### src/rtl/irq_pkg.sv
`default_nettype none
// ============================================================================
// Module      : irq_pkg
// Description : Shared defaults, FSM state encoding and the reset vector
//               for the interrupt arbiter.
// Revision    : 1.0 - initial release
// ============================================================================
package irq_pkg;

    // Default geometry: vector 0 is the reset vector, 1..44 are sources
    localparam int c_NUM_VECT = 45;
    localparam int c_VEC_W    = 6;

    // Arbiter FSM encoding
    localparam logic [1:0] c_ST_IDLE = 2'd0;
    localparam logic [1:0] c_ST_REQ  = 2'd1;
    localparam logic [1:0] c_ST_ACK  = 2'd2;
    localparam logic [1:0] c_ST_COOL = 2'd3;

    // Vector number reserved for reset; also the "no source" value
    localparam int c_RESET_VECT = 0;

endpackage : irq_pkg
`default_nettype wire

### src/rtl/irq_prio_enc.sv
`default_nettype none
// ============================================================================
// Module      : irq_prio_enc
// Description : Combinational lowest-index priority encoder. Reports whether
//               any line is set and the bit index of the lowest set line.
// Revision    : 1.0 - initial release
// ============================================================================
module irq_prio_enc #(
    parameter int N = 44,
    parameter int W = 6
) (
    input  logic [N-1:0] lines,
    output logic         any,
    output logic [W-1:0] index
);

    // Scan from the top down so the lowest set bit is the last one written
    always_comb begin
        any   = |lines;
        index = '0;
        for (int i = N - 1; i >= 0; i--) begin
            if (lines[i]) begin
                index = W'(i);
            end
        end
    end

endmodule : irq_prio_enc
`default_nettype wire

### src/rtl/irq_arbiter.sv
`default_nettype none
// ============================================================================
// Module      : irq_arbiter
// Description : Interrupt arbiter. Picks the lowest-numbered pending source,
//               requests the core, re-arbitrates while waiting, acknowledges
//               the taken vector for one cycle, then cools down for one cycle.
//               A post-RETI guard lets one instruction retire before the next
//               interrupt can be requested.
// Revision    : 1.0 - initial release
// ============================================================================
module irq_arbiter
    import irq_pkg::*;
#(
    parameter int NUM_VECT = c_NUM_VECT,
    parameter int VEC_W    = c_VEC_W
) (
    input  logic                cp2,
    input  logic                ireset,
    input  logic [NUM_VECT-2:0] irq_lines,
    input  logic                gie,
    input  logic                irq_taken,
    input  logic                reti,
    input  logic                instr_retire,
    output logic                irq_req,
    output logic [VEC_W-1:0]    irq_vector,
    output logic                irqack,
    output logic [VEC_W-1:0]    irqack_addr,
    output logic                irq_busy
);

    localparam logic [VEC_W-1:0] c_RST_VEC = VEC_W'(c_RESET_VECT);

    logic [1:0]       r_state;
    logic [1:0]       w_state_nxt;
    logic [VEC_W-1:0] r_vec;
    logic [VEC_W-1:0] w_vec_nxt;
    logic             r_guard;
    logic             r_irq_req;
    logic [VEC_W-1:0] r_irq_vector;
    logic             r_irqack;
    logic [VEC_W-1:0] r_irqack_addr;

    logic             w_any;
    logic [VEC_W-1:0] w_idx;
    logic [VEC_W-1:0] w_win_vec;
    logic             w_stay_req;
    logic             w_take;

    irq_prio_enc #(
        .N (NUM_VECT - 1),
        .W (VEC_W)
    ) u_prio_enc (
        .lines (irq_lines),
        .any   (w_any),
        .index (w_idx)
    );

    // Bit k-1 carries vector k, so the winning vector is the index plus one
    always_comb begin
        w_win_vec = w_any ? (w_idx + VEC_W'(1)) : c_RST_VEC;
    end

    // Next state and next latched vector; irq_taken outranks any abort
    always_comb begin
        w_state_nxt = r_state;
        w_vec_nxt   = r_vec;
        case (r_state)
            c_ST_IDLE: begin
                if (gie && !r_guard && w_any) begin
                    w_state_nxt = c_ST_REQ;
                    w_vec_nxt   = w_win_vec;
                end
            end
            c_ST_REQ: begin
                if (irq_taken) begin
                    w_state_nxt = c_ST_ACK;
                end else if (!gie || !w_any) begin
                    w_state_nxt = c_ST_IDLE;
                end else begin
                    w_vec_nxt = w_win_vec;
                end
            end
            c_ST_ACK:  w_state_nxt = c_ST_COOL;
            c_ST_COOL: w_state_nxt = c_ST_IDLE;
            default:   w_state_nxt = c_ST_IDLE;
        endcase
    end

    // Output strobes derived from the transition taken at this edge
    always_comb begin
        w_stay_req = (r_state == c_ST_REQ) && (w_state_nxt == c_ST_REQ);
        w_take     = (r_state == c_ST_REQ) && irq_taken;
    end

    // FSM state and latched vector
    always_ff @(posedge cp2 or negedge ireset) begin
        if (!ireset) begin
            r_state <= c_ST_IDLE;
            r_vec   <= c_RST_VEC;
        end else begin
            r_state <= w_state_nxt;
            r_vec   <= w_vec_nxt;
        end
    end

    // Post-RETI guard: a retire in the same cycle as RETI does not count
    always_ff @(posedge cp2 or negedge ireset) begin
        if (!ireset) begin
            r_guard <= 1'b0;
        end else if (reti) begin
            r_guard <= 1'b1;
        end else if (instr_retire) begin
            r_guard <= 1'b0;
        end
    end

    // Registered request/acknowledge outputs, zeroed whenever not active
    always_ff @(posedge cp2 or negedge ireset) begin
        if (!ireset) begin
            r_irq_req     <= 1'b0;
            r_irq_vector  <= c_RST_VEC;
            r_irqack      <= 1'b0;
            r_irqack_addr <= c_RST_VEC;
        end else begin
            r_irq_req     <= w_stay_req;
            r_irq_vector  <= w_stay_req ? w_vec_nxt : c_RST_VEC;
            r_irqack      <= w_take;
            r_irqack_addr <= w_take ? r_vec : c_RST_VEC;
        end
    end

    assign irq_req     = r_irq_req;
    assign irq_vector  = r_irq_vector;
    assign irqack      = r_irqack;
    assign irqack_addr = r_irqack_addr;
    assign irq_busy    = (r_state != c_ST_IDLE) || r_guard;

endmodule : irq_arbiter
`default_nettype wire
### config.mk
export PLATFORM = sky130hd
export DESIGN_NAME = irq_arbiter
export DESIGN_NICKNAME = d
export VERILOG_FILES = /design/src/rtl/irq_pkg.sv /design/src/rtl/irq_prio_enc.sv /design/src/rtl/irq_arbiter.sv
export SDC_FILE = /design/constraint.sdc
export NUM_CORES = 1
export LEC_CHECK = 0
export ABC_AREA = 1
export CORE_AREA = 2 2 64 66
export CTS_CLUSTER_SIZE = 10
export DETAILED_ROUTE_END_ITERATION = 12
export DIE_AREA = 0 0 66 68
export PLACE_DENSITY = 0.78
export SLEW_MARGIN = 20
export SYNTH_ARGS = -nofsm -noshare
export SYNTH_HDL_FRONTEND = slang
export SYNTH_SLANG_ARGS = --single-unit
### constraint.sdc
create_clock -name cp2 -period 2.1 [get_ports cp2]
set_input_delay 0.63 -clock cp2 [delete_from_list [all_inputs] [get_ports cp2]]
set_output_delay 0.63 -clock cp2 [all_outputs]
set_load 0.005 [all_outputs]
[Yosys cells after proc, flatten, opt, wreduce, memory -nomap -nowiden]
Index checks and enable logic that the tools add are counted.
Word-level totals
  bits in registers: 23
  logic and storage cells: 82
Operators by class
  add/sub/neg operators: 1
  equality and inequality tests: 4
  muxes and demuxes: 57
  reductions and logical operators: 13
Operators by type and width (count)
  $mux 6: 50
  $reduce_or 44->1: 1
  $pmux 6 s2: 1
  $pmux 2 s4: 1
  $add 6x1->6 const B: 1
  $mux 2: 3
  $eq 2x1->1 const B: 2
  $eq 2x2->1 const B: 2
  $logic_and 1x1->1: 4
  $reduce_bool 2->1: 2
  $logic_not 1->1: 3
  $logic_not 2->1: 1
  $logic_or 1x1->1: 2
  $mux 1: 2

[Depth between registers and ports, before layout]
  word-level depth: 50
  mapped depth: 50
  depth with buffers taken out: 50

[By module]
From an unflattened synthesis, not the netlist that was laid out.
Unflattened totals
  cell total of the unflattened synthesis: 260
  area, all modules: 1649.1 um^2
Modules (own cells, without submodules)
  irq_arbiter: instances 1, cells an instance 102, area each 994.7 um^2, seq. area each 575.6 um^2
  irq_prio_enc: instances 1, cells an instance 158, area each 654.4 um^2, seq. area each 0.0 um^2

[Least setup slack after synthesis]
Ideal clock, no wire load.
  path kind: input to register
  from: input port irq_lines[42]
  to: register r_irq_vector[4], in the netlist irq_vector[4]
  setup time: 78 ps
  arrival: 3302 ps
  setup slack: -1279 ps
  cell stages on the path: 50
  buffers on the path: 0
  cell sequence: inv_1 -> nand2_1 -> nand2_1 -> nand2_1 -> nand2_1 -> nand2_1 -> nand2_1 -> nand2_1 -> nand2_1 -> nand2_1 -> nand2_1 -> nand2_1 -> nand2_1 -> nand2_1 -> nand2_1 -> nand2_1 -> nand2_1 -> nand2_1 -> (+14 left out) -> nand2_1 -> nand2_1 -> nand2_1 -> nand2_1 -> nand2_1 -> nand2_1 -> nand2_1 -> nand2_1 -> nand2_1 -> nand2_2 -> a21oi_1 -> ha_1 -> inv_1 -> nor2_1 -> inv_1 -> o21ai_0 -> nand3_1 -> a21oi_1
Between the ends
  word-level cells in the longest chain between the ends: 49
  elaborated cells between the ends (all ways): 60
  those cells by class: add/sub: 1; eq/ne: 1; mux: 53; reduce/logical: 5
Ends and longest elaborated chain
  start, declared: line irq_arbiter.sv:19  | input logic [NUM_VECT-2:0] irq_lines,
  $mux 6 (43 in a row): line irq_prio_enc.sv:22  | if (lines[i]) begin
  $add 6x1->6: line irq_arbiter.sv:60  | w_win_vec = w_any ? (w_idx + VEC_W'(1)) : c_RST_VEC;
  $mux 6: line irq_arbiter.sv:60
  $mux 6: line irq_arbiter.sv:77  | end else if (!gie || !w_any) begin
  $mux 6: line irq_arbiter.sv:75  | if (irq_taken) begin
  $pmux 6 s2: line irq_arbiter.sv:67  | case (r_state)
  $mux 6 (*): line irq_arbiter.sv:126  | r_irq_vector <= w_stay_req ? w_vec_nxt : c_RST_VEC;
  end signal, assigned: line irq_arbiter.sv:121  | r_irq_vector <= c_RST_VEC;
  end signal, assigned: line irq_arbiter.sv:126
  end, declared: line irq_arbiter.sv:39  | logic [VEC_W-1:0] r_irq_vector;
Every way passes the cells marked *; elsewhere a longest branch is shown, timed or not.
A chain may end at the register's enable or synchronous reset.

[Final worst setup path]
Ends and elaborated chain as after synthesis.

==> key figures <==
Synth
  • Unique cell type count in the Yosys netlist: 19
  • Post-synthesis sequential area ratio: 38.0%
  • Mean Syn Cell Area: 6.04 um2
  • Syn_nets: 302
  • Synth Instances: 251
  • Synthesized area: 0.00152 mm2
  • Synth Warn #: 0
  • Post-synthesis register bit count: 23

Clock network
  • Worst skew pair latency: 0.26 ns
  • H-Tree Depth: 1
  • Sink Count: 23
  • Clk buf depth: 2
  • CTS Buf Count: 3
  • CTS Hold Buffers Added: 0
  • CTS tree: yes
  • Clk root buf: clkbuf_8
  • Reg clk slew, reported paths: 0.07 ns

Detailed routing
  • DR vias/cell: 4.66
  • Via count: 1966
  • Remaining DRCs: 0
  • Final ANT Viol Nets: 0
  • Post-Route WL: 4790 um
  • 1st-iter DRT viols: 133
  • Routed length per instance: 11.3 um
  • Drt pass-1 iters: 4

Run status
  • Failing checks: setup timing
  • Outcome: complete, but fails checks

STA
  • Final setup vio count: 13
  • Slew headroom: 74.2%
  • Final Critical Period: 3.54 ns
  • Pins over their slew limit: 0
  • Skew final: 0.000692 ns
  • Worst-margin pin slew: 0.384 ns
  • Endpoints failing hold: 0
  • Final Cycle Share: 169%
  • FMAX: 282 MHz
  • RSZ-0062 raised after global routing: yes
  • Worst setup margin: -1.44 ns

Pwr
  • Static leakage: 1.68 nW
  • P_int: 0.000958 W
  • Maximum vdd drop: 311 uV
  • Clock Power Share: 18.4%
  • Switching Fraction: 33.5%
  • Comb power frac: 41.4%
  • P_sw: 0.000483 W
  • Pwr Density: 487 mW/mm2
  • Seq pwr share: 40.2%

Critical path
  • Critical Path AT: 3.73 ns
  • Crit path max-delay cell type: a21oi_4
  • Kind of critical path: in -> reg
  • Data required, critical path: 2.29 ns
  • CP peak stage delay: 0.16 ns
  • CP startpoint kind: input port
  • Crit Path Max Fanout: 2
  • CP most frequent cell: nand2_1
  • Crit. End Element: register

Final layout
  • Nets@finish: 424
  • Fillers: 264
  • Finished layout cell area: 0.00296 mm2
  • Layout cells sized above 1: 32.3%
  • Area Overhead vs Synth: 95.1%
  • ANT cells: 0

Placement
  • Hpwl dp: 2930 um
  • PortBufs: 64
  • Final estimated routing congestion in global placement: 0.855
  • Post-DP Area: 0.00251 mm2
  • Pre-CTS WS: -2.07 ns

Floorplanning
  • Core Box Area: 0.00386 mm2
  • Rows: 23
  • Die area: 0.00449 mm2
  • Initial core utilization: 39.3%
  • I/O pin cnt: 65
  • Die height: 68 um
  • Die W: 66 um

Global routing
  • Vias in the first global route: 1885
  • Gr usage total: 20.7%
  • First-pass GRT wire length: 7310 um
  • Antenna violations before repair: 0
  • Largest net degree at the start of global routing: 24
  • Grt ovf: 0

Run
  • # Max-Cap Violations: 0

Min path
  • Hold WC Path Type: reg -> reg
path summary, 6_finish.rpt:
kind | from | cells past startpoint | slack [ns] | to
setup / recovery | irq_lines[42] | 51 | -1.44 | irq_vector[4]$_DFF_PN0_
hold / removal | r_vec[2]$_DFF_PN0_ | 2 | 0.51 | irqack_addr[2]$_DFF_PN0_
setup reg to reg | r_state[0]$_DFF_PN0_ | 9 | 0.42 | irq_vector[1]$_DFF_PN0_
hold reg to reg | r_vec[2]$_DFF_PN0_ | 2 | 0.51 | irqack_addr[2]$_DFF_PN0_
max in group asynchronous | ireset | 2 | 1.18 | r_vec[0]$_DFF_PN0_
min in group asynchronous | ireset | 2 | 0.71 | irqack$_DFF_PN0_
metrics by stage:
step / hold WS (ns) / setup TNS, ns / power, W / std cells / utilization, %
floorplan: 0.334 / -10.91 / 0.000791 / 251 / -
global placement: 0.462 / -21.54 / 0.00105 / 400 / 65.0
detailed placement: 0.473 / -22.73 / 0.00106 / 400 / 65.0
CTS: 0.496 / -13.77 / 0.00138 / 424 / 73.2
global route: 0.540 / -20.79 / 0.00152 / 422 / 76.7
finish: 0.513 / -15.52 / 0.00144 / 422 / 76.7
state kept, by name (all words and copies together), names as in the netlist:
name and flops:
irq_req 1, irq_vector 6, irqack_addr 6, r_state 2, r_vec 6, irqack 1, r_guard 1
worst max-delay path, delay by kind of cell:
kind / cells / cell delay [ns]
adders and majority gates: 1 / 0.16
and+or+nand+nor: 43 / 2.24
buffers and inverters: 4 / 0.24
AOI/OAI and AO/OA: 3 / 0.46
layout make-up:
| cell class | count | area (um2) | share of cell area (%) |
|---|---|---|---|
| Tap cell | 50 | 62.6 | 2.12 |
| Inverter | 67 | 269 | 9.10 |
| Clock buffer | 4 | 45.0 | 1.52 |
| Sequential cell | 23 | 576 | 19.5 |
| Multi-Input combinational cell | 161 | 906 | 30.6 |
| Timing Repair Buffer | 117 | 1100 | 37.2 |
synth_stat cells:
cell      count  share of area [%]
ha_1          1               0.83
dfrtp_1      23                 38
o21ai_1       1               0.33
inv_1        67                 17
a31oi_1       2               0.83
and3_1        1               0.41
nor3_1        3               0.99
nand2_1      81                 20
o21bai_1      2               0.99
nor2_1       40                9.9
or2_2         1               0.41
nand4_2       1               0.83
nand3_1       9                3.0
o21ai_0       7                2.3
nor4_1        1               0.41
o41ai_1       1               0.58
a21oi_1       7                2.3
nor2_2        1               0.41
nand2_2       2               0.83
power by group through the flow:
stage	combinational (W)	sequential, W	clock (W)
detailed placement	0.000490	0.000574	0
CTS	0.000552	0.000568	0.000264
global route	0.000653	0.000585	0.000282
finish	0.000596	0.000579	0.000265
floorplan	0.000222	0.000569	0
global placement	0.000474	0.000572	0
placed cells by master, fill, tap and decap left out, types with 5 or more instances in the layout:
cell type	instances
buf_6	13
nor2_2	20
o21ai_0	5
inv_1	60
nor2_1	20
clkdlybuf4s50_1	39
dlymetal6s2s_1	16
nand2_1	72
dfrtp_1	23
buf_4	41
nand2_2	9
kinds of logic after synthesis:
family,count (synthesis),share of synthesized area (%)
AOI/OAI and AO/OA,20,7.35
adders and majority gates,1,0.826
buffers and inverters,67,16.6
DFF,23,38.0
and+or+nand+nor,140,37.2
layer usage:
layer  part of all wire [%]  wire (um)  up-vias  global-route usage, %
li1                       -          -      977                      -
met1                     36       1720      882                   21.5
met2                     55       2620       80                   40.5
met3                    3.8        182       27                   2.14
met4                    5.5        265        0                   11.7
met5                      0          0        -                      0
repair_timing:
item                                   4_1_cts  5_1_grt
gates cloned                                 0        0
endpoints found under the hold margin        0        0
setup endpoints to repair                   14       15
pin swaps                                    8       23
gates resized for setup                     61       68
setup buffers                               23       15
Power figures use the tool's default switching activity.
==> RTL change 1: new RTL, config.mk and constraints unchanged <==
Change the package constant `c_VEC_W` from 6 to 3.
--- a/src/rtl/irq_pkg.sv
+++ b/src/rtl/irq_pkg.sv
@@ -11,3 +11,3 @@
     localparam int c_NUM_VECT = 45;
-    localparam int c_VEC_W    = 6;
+    localparam int c_VEC_W    = 3;
 
Ports: changed (resized irq_vector and irqack_addr); port bits go from 65 to 59. The function was not compared with the original's and may differ.
==> RTL change 1 against the original RTL <==
Worst setup slack improved by 340 ps; global-route usage down 6.2 points; area after synthesis down 26%; sequential cell count fell by 9; final area fell by 27%; combinational power is 3.5% higher; first-iteration DRC count is 81% lower; the run still ends with negative setup slack left; wire length decreased by 33%; power is 13% lower; count of clock-buffer cells in the layout unchanged; largest power group unchanged.
==> RTL change 1: results (changes against the original RTL) <==
* Status: finished with violations (unchanged)
* Failing checks: negative setup slack (unchanged)
* Dpl cell area at 0.00200 sq mm (was 0.00251 sq mm)
* # setup viols final at 7 (was 13)
* Setup Buffers After CTS at 9 (was 23)
* Clock Skews at 2.43 ps (was 0.692 ps)
* Dominant cells by area after synthesis: dfrtp_1, nand2_1, inv_1 (unchanged)
* Final WL at 3200 um (was 4790 um)
* Met3 GRT Util at 0.0247 (was 0.0214)
* Crit path capture: irq_vector[2] (was irq_vector[4])
* Seq/Total Area, Yosys at 0.313 (was 0.380)
* Slowest-stage cell, CP: nand3b_1 (was a21oi_4)
* Clock Latency Late Sink at 240 ps (was 260 ps)
* LEAKAGE at 1.22 nW (was 1.68 nW)
* Global-route wire length before repair at 5090 um (was 7310 um)
* Slew of the pin with the lowest slew margin at 589 ps (was 384 ps)
* Metal2 WL at 1660 um (was 2620 um)
* Pwr Density at 576 mW/mm^2 (was 487 mW/mm^2)
* PnR worst setup slack at -1110 ps (was -1440 ps)
* Wire length on met1 at 1350 um (was 1720 um)
* Fill cells at 400 (was 264)
* Psw at 0.000427 W (was 0.000483 W)
* Fin cells at 346 (was 422)
* Final HPWL DP at 2490 um (was 2930 um)
* Port Buffers at 58 (was 64)
* Avg Inst Size Synth at 5.72 sq um (was 6.04 sq um)
* DR vias at 1427 (was 1966)
* All-Layer GR Usage at 0.145 (was 0.207)
* WL met3 at 155 um (was 182 um)
* Worst path max stage delay at 180 ps (was 160 ps)
* Iter 0 DRT Violations at 25 (was 133)
* Core Util, Final at 0.561 (was 0.767)
## RTL change 1: changes by cell type after synthesis, moves of 2 or more
cell,unedited run,this run
nand2_1,81,68
nor2_1,40,22
a21oi_1,7,5
dfrtp_1,23,14
inv_2,0,9
nor4_1,1,3
inv_1,67,46
o21ai_0,7,2
a31oi_1,2,0
## RTL change 1: area by class of cell
cell class | instances | share of cell area
clock buffer | 4 | 0.0254
inverter | 56 | 0.103
multi-input combinational | 126 | 0.302
sequential | 14 | 0.162
tap | 50 | 0.0289
timing repair buffer | 96 | 0.378
## RTL change 1: kinds of logic after synthesis
group / count (synthesis) / share of synthesized area
buffers and inverters: 56 / 0.187
AO/OA/AOI/OAI: 14 / 0.0781
AND/OR/NAND/NOR: 111 / 0.411
adder cells (fa/ha/maj): 1 / 0.0112
flip-flops: 14 / 0.313
## RTL change 1: worst register-to-register path: cells and delay by family (launching register included)
kind | cells | cell delay [ps]
and+or+nand+nor | 4 | 560
DFF | 1 | 380
AOI/OAI and AO/OA | 2 | 300
buffers and inverters | 3 | 310
==> RTL change 2: new RTL, same flow settings <==
Made on the original files. Reset style: synchronous (`ireset`), changed in 3 clocked blocks.
--- a/src/rtl/irq_arbiter.sv
+++ b/src/rtl/irq_arbiter.sv
@@ -95,3 +95,3 @@
     // FSM state and latched vector
-    always_ff @(posedge cp2 or negedge ireset) begin
+    always_ff @(posedge cp2) begin
         if (!ireset) begin
@@ -106,3 +106,3 @@
     // Post-RETI guard: a retire in the same cycle as RETI does not count
-    always_ff @(posedge cp2 or negedge ireset) begin
+    always_ff @(posedge cp2) begin
         if (!ireset) begin
@@ -117,3 +117,3 @@
     // Registered request/acknowledge outputs, zeroed whenever not active
-    always_ff @(posedge cp2 or negedge ireset) begin
+    always_ff @(posedge cp2) begin
         if (!ireset) begin
Formal check against the unedited RTL: differs if ireset is asserted again (counterexample within 4 cycles, from zero or initial values and one cycle with ireset low); with ireset held inactive, the same outputs for 10 cycles.
==> RTL change 2 against the original RTL <==
The flow still finishes with violations (negative setup slack); sequential cell count unchanged; power down 28%; worst setup slack better by 52 ps; fmax up 1.5%; final area down 6.1%; area after synthesis down 5.1%; wire length down 4.4%; clock skew up 0.72 ps; critical path type unchanged; critical endpoint is now irq_vector[2]; highest routed layer unchanged.
==> RTL change 2: results (changes against the original RTL) <==
* Fill cells at 315 (was 264)
* Worst Hold Class: flop to flop (unchanged)
* Port Buffers at 64 (unchanged)
* Dominant cells by area after synthesis: dfxtp_1, inv_1, nand2_1 (was dfrtp_1, nand2_1, inv_1)
* Htree depth at 1 (unchanged)
* Worst Setup SP: irq_lines[42] (unchanged)
* Vias per cell at 4.61 (was 4.66)
* Synth warnings at 0 (unchanged)
* Global placement routability congestion at 0.788 (was 0.855)
* Setup TNS at -15500 ps (was -15520 ps)
* Avg Inst Size Synth at 5.84 sq um (was 6.04 sq um)
* Antenna diodes at 0 (unchanged)
* Failing checks: negative setup slack (unchanged)
* Clk Tree Root Cell: clkbuf_8 (unchanged)
* # nets final at 433 (was 424)
* Worst r2r src: r_state[0] (unchanged)
* Max VDD drop at 0.433 mV (was 0.311 mV)
* Clock Skews at 1.41 ps (was 0.692 ps)
* Post-Syn Nets at 297 (was 302)
* Dpl cell area at 0.00247 sq mm (was 0.00251 sq mm)
* Number of antenna violations at the first check in global routing at 0 (unchanged)
* Slew of the pin with the lowest slew margin at 305 ps (was 384 ps)
* DP Worst Slack at -2100 ps (was -2070 ps)
* Global-route wire length before repair at 7490 um (was 7310 um)
* Slowest-stage cell, CP: a22oi_2 (was a21oi_4)
* Clock transition at path regs at 80 ps
* Number of global-route vias before repair at 1884 (was 1885)
* WHS Path Cells at 2 (unchanged)
* Iter 0 DRT Violations at 61 (was 133)
* Dpl cells at 399 (was 400)
* First-pass DRT Iterations at 4 (unchanged)
* Hold_sp: r_vec[5] (was r_vec[2])
* DR WL/cell at 10.6 um (was 11.3 um)
* # setup viols final at 14 (was 13)
* Worst path max stage delay at 150 ps
* Final WL at 4570 um (was 4790 um)
* Crit Path Max Fanout at 2 (unchanged)
* Post-synthesis async set-or-reset flop share at 0 (was 1.00)
* Pin count of the biggest net entering global routing at 14 (was 24)
* Clock Latency Late Sink at 260 ps (about the same)
* Total CTS buffers at 3 (unchanged)
* PnR worst setup slack at -1390 ps (was -1440 ps)
* Status: finished with violations (unchanged)
* Synth top area share at 0.320 (was 0.380)
* Seq/Total Area, Yosys at 0.320 (was 0.380)
* LEAKAGE at 1.42 nW (was 1.68 nW)
* Final HPWL DP at 3110 um (was 2930 um)
* Cells on worst reg2reg path at 10 (was 9)
* All-Layer GR Usage at 0.211 (was 0.207)
* Distinct cells, synth at 24 (was 19)
* Share of layout cells above drive strength 1 at 0.283 (was 0.323)
* Critical Path AT at 3650 ps (was 3730 ps)
* Top_reg_cell synth: dfxtp_1 (was dfrtp_1)
* Commonest cells post-synth: inv_1, nand2_1, nor2_1, dfxtp_1, nand3_1 (was nand2_1, inv_1, nor2_1, dfrtp_1, nand3_1)
* Clk buf depth at 2 (unchanged)
## RTL change 2: per-stage QoR
step,hold WS (ps),utilization
floorplan,408,-
finish,447,0.720
global route,455,0.720
CTS,439,0.712
global placement,421,0.640
detailed placement,427,0.640
## RTL change 2: worst max-delay path, delay by kind of cell
kind	cells	cell delay, ps
AO/OA/AOI/OAI	1	150
adder cells (fa/ha/maj)	1	120
buffers and inverters	7	530
AND/OR/NAND/NOR	45	2200
## RTL change 2: logic make-up (layout without fill, tap and decap cells)
group / count (synthesis) / count (layout) / share of synthesized area
flip-flops: 23 / 23 / 0.320
AND/OR/NAND/NOR: 125 / 125 / 0.373
AO/OA/AOI/OAI: 26 / 26 / 0.112
buffers and inverters: 71 / 206 / 0.185
adder cells (fa/ha/maj): 1 / 1 / 0.00870
## RTL change 2: layout make-up
type | instances | area (sq um) | area share
Multi-Input combinational cell | 152 | 825 | 0.297
Sequential cell | 23 | 460 | 0.166
Clock buffer | 3 | 41.3 | 0.0149
Tap cell | 50 | 62.6 | 0.0225
Timing Repair Buffer | 131 | 1110 | 0.399
Inverter | 71 | 274 | 0.0987
Clock inverter | 1 | 5.00 | 0.00180
## RTL change 2: path summary, 6_finish.rpt
check	endpoint	slack (ps)
max	irq_vector[2]	-1390
max reg2reg	irq_vector[4]	430
min reg2reg	irqack_addr[5]	450
min	irqack_addr[5]	450
## RTL change 2: power breakdown
| group | total, W | switching (W) | leakage (nW) | internal (W) |
|---|---|---|---|---|
| sequential | 0.000454 | 0.00000698 | 0.186 | 0.000447 |
| combinational | 0.000319 | 0.000148 | 1.21 | 0.000171 |
| clock | 0.000270 | 0.000137 | 0.0255 | 0.000132 |
| total | 0.00104 | 0.000292 | 1.42 | 0.000751 |
## RTL change 2: routing by layer
layer,up-vias,part of all wire,global-route usage
met5,-,0,0
met4,0,0.015,0.0408
met3,10,0.059,0.0444
met2,56,0.52,0.413
met1,885,0.41,0.237
li1,1036,-,-
## RTL change 2: timing repair
| action | 4_1_cts | 5_1_grt |
|---|---|---|
| setup buffers | 26 | 3 |
| setup endpoints to repair | 14 | 15 |
| pin swaps | 37 | 24 |
| gates resized for setup | 85 | 6 |
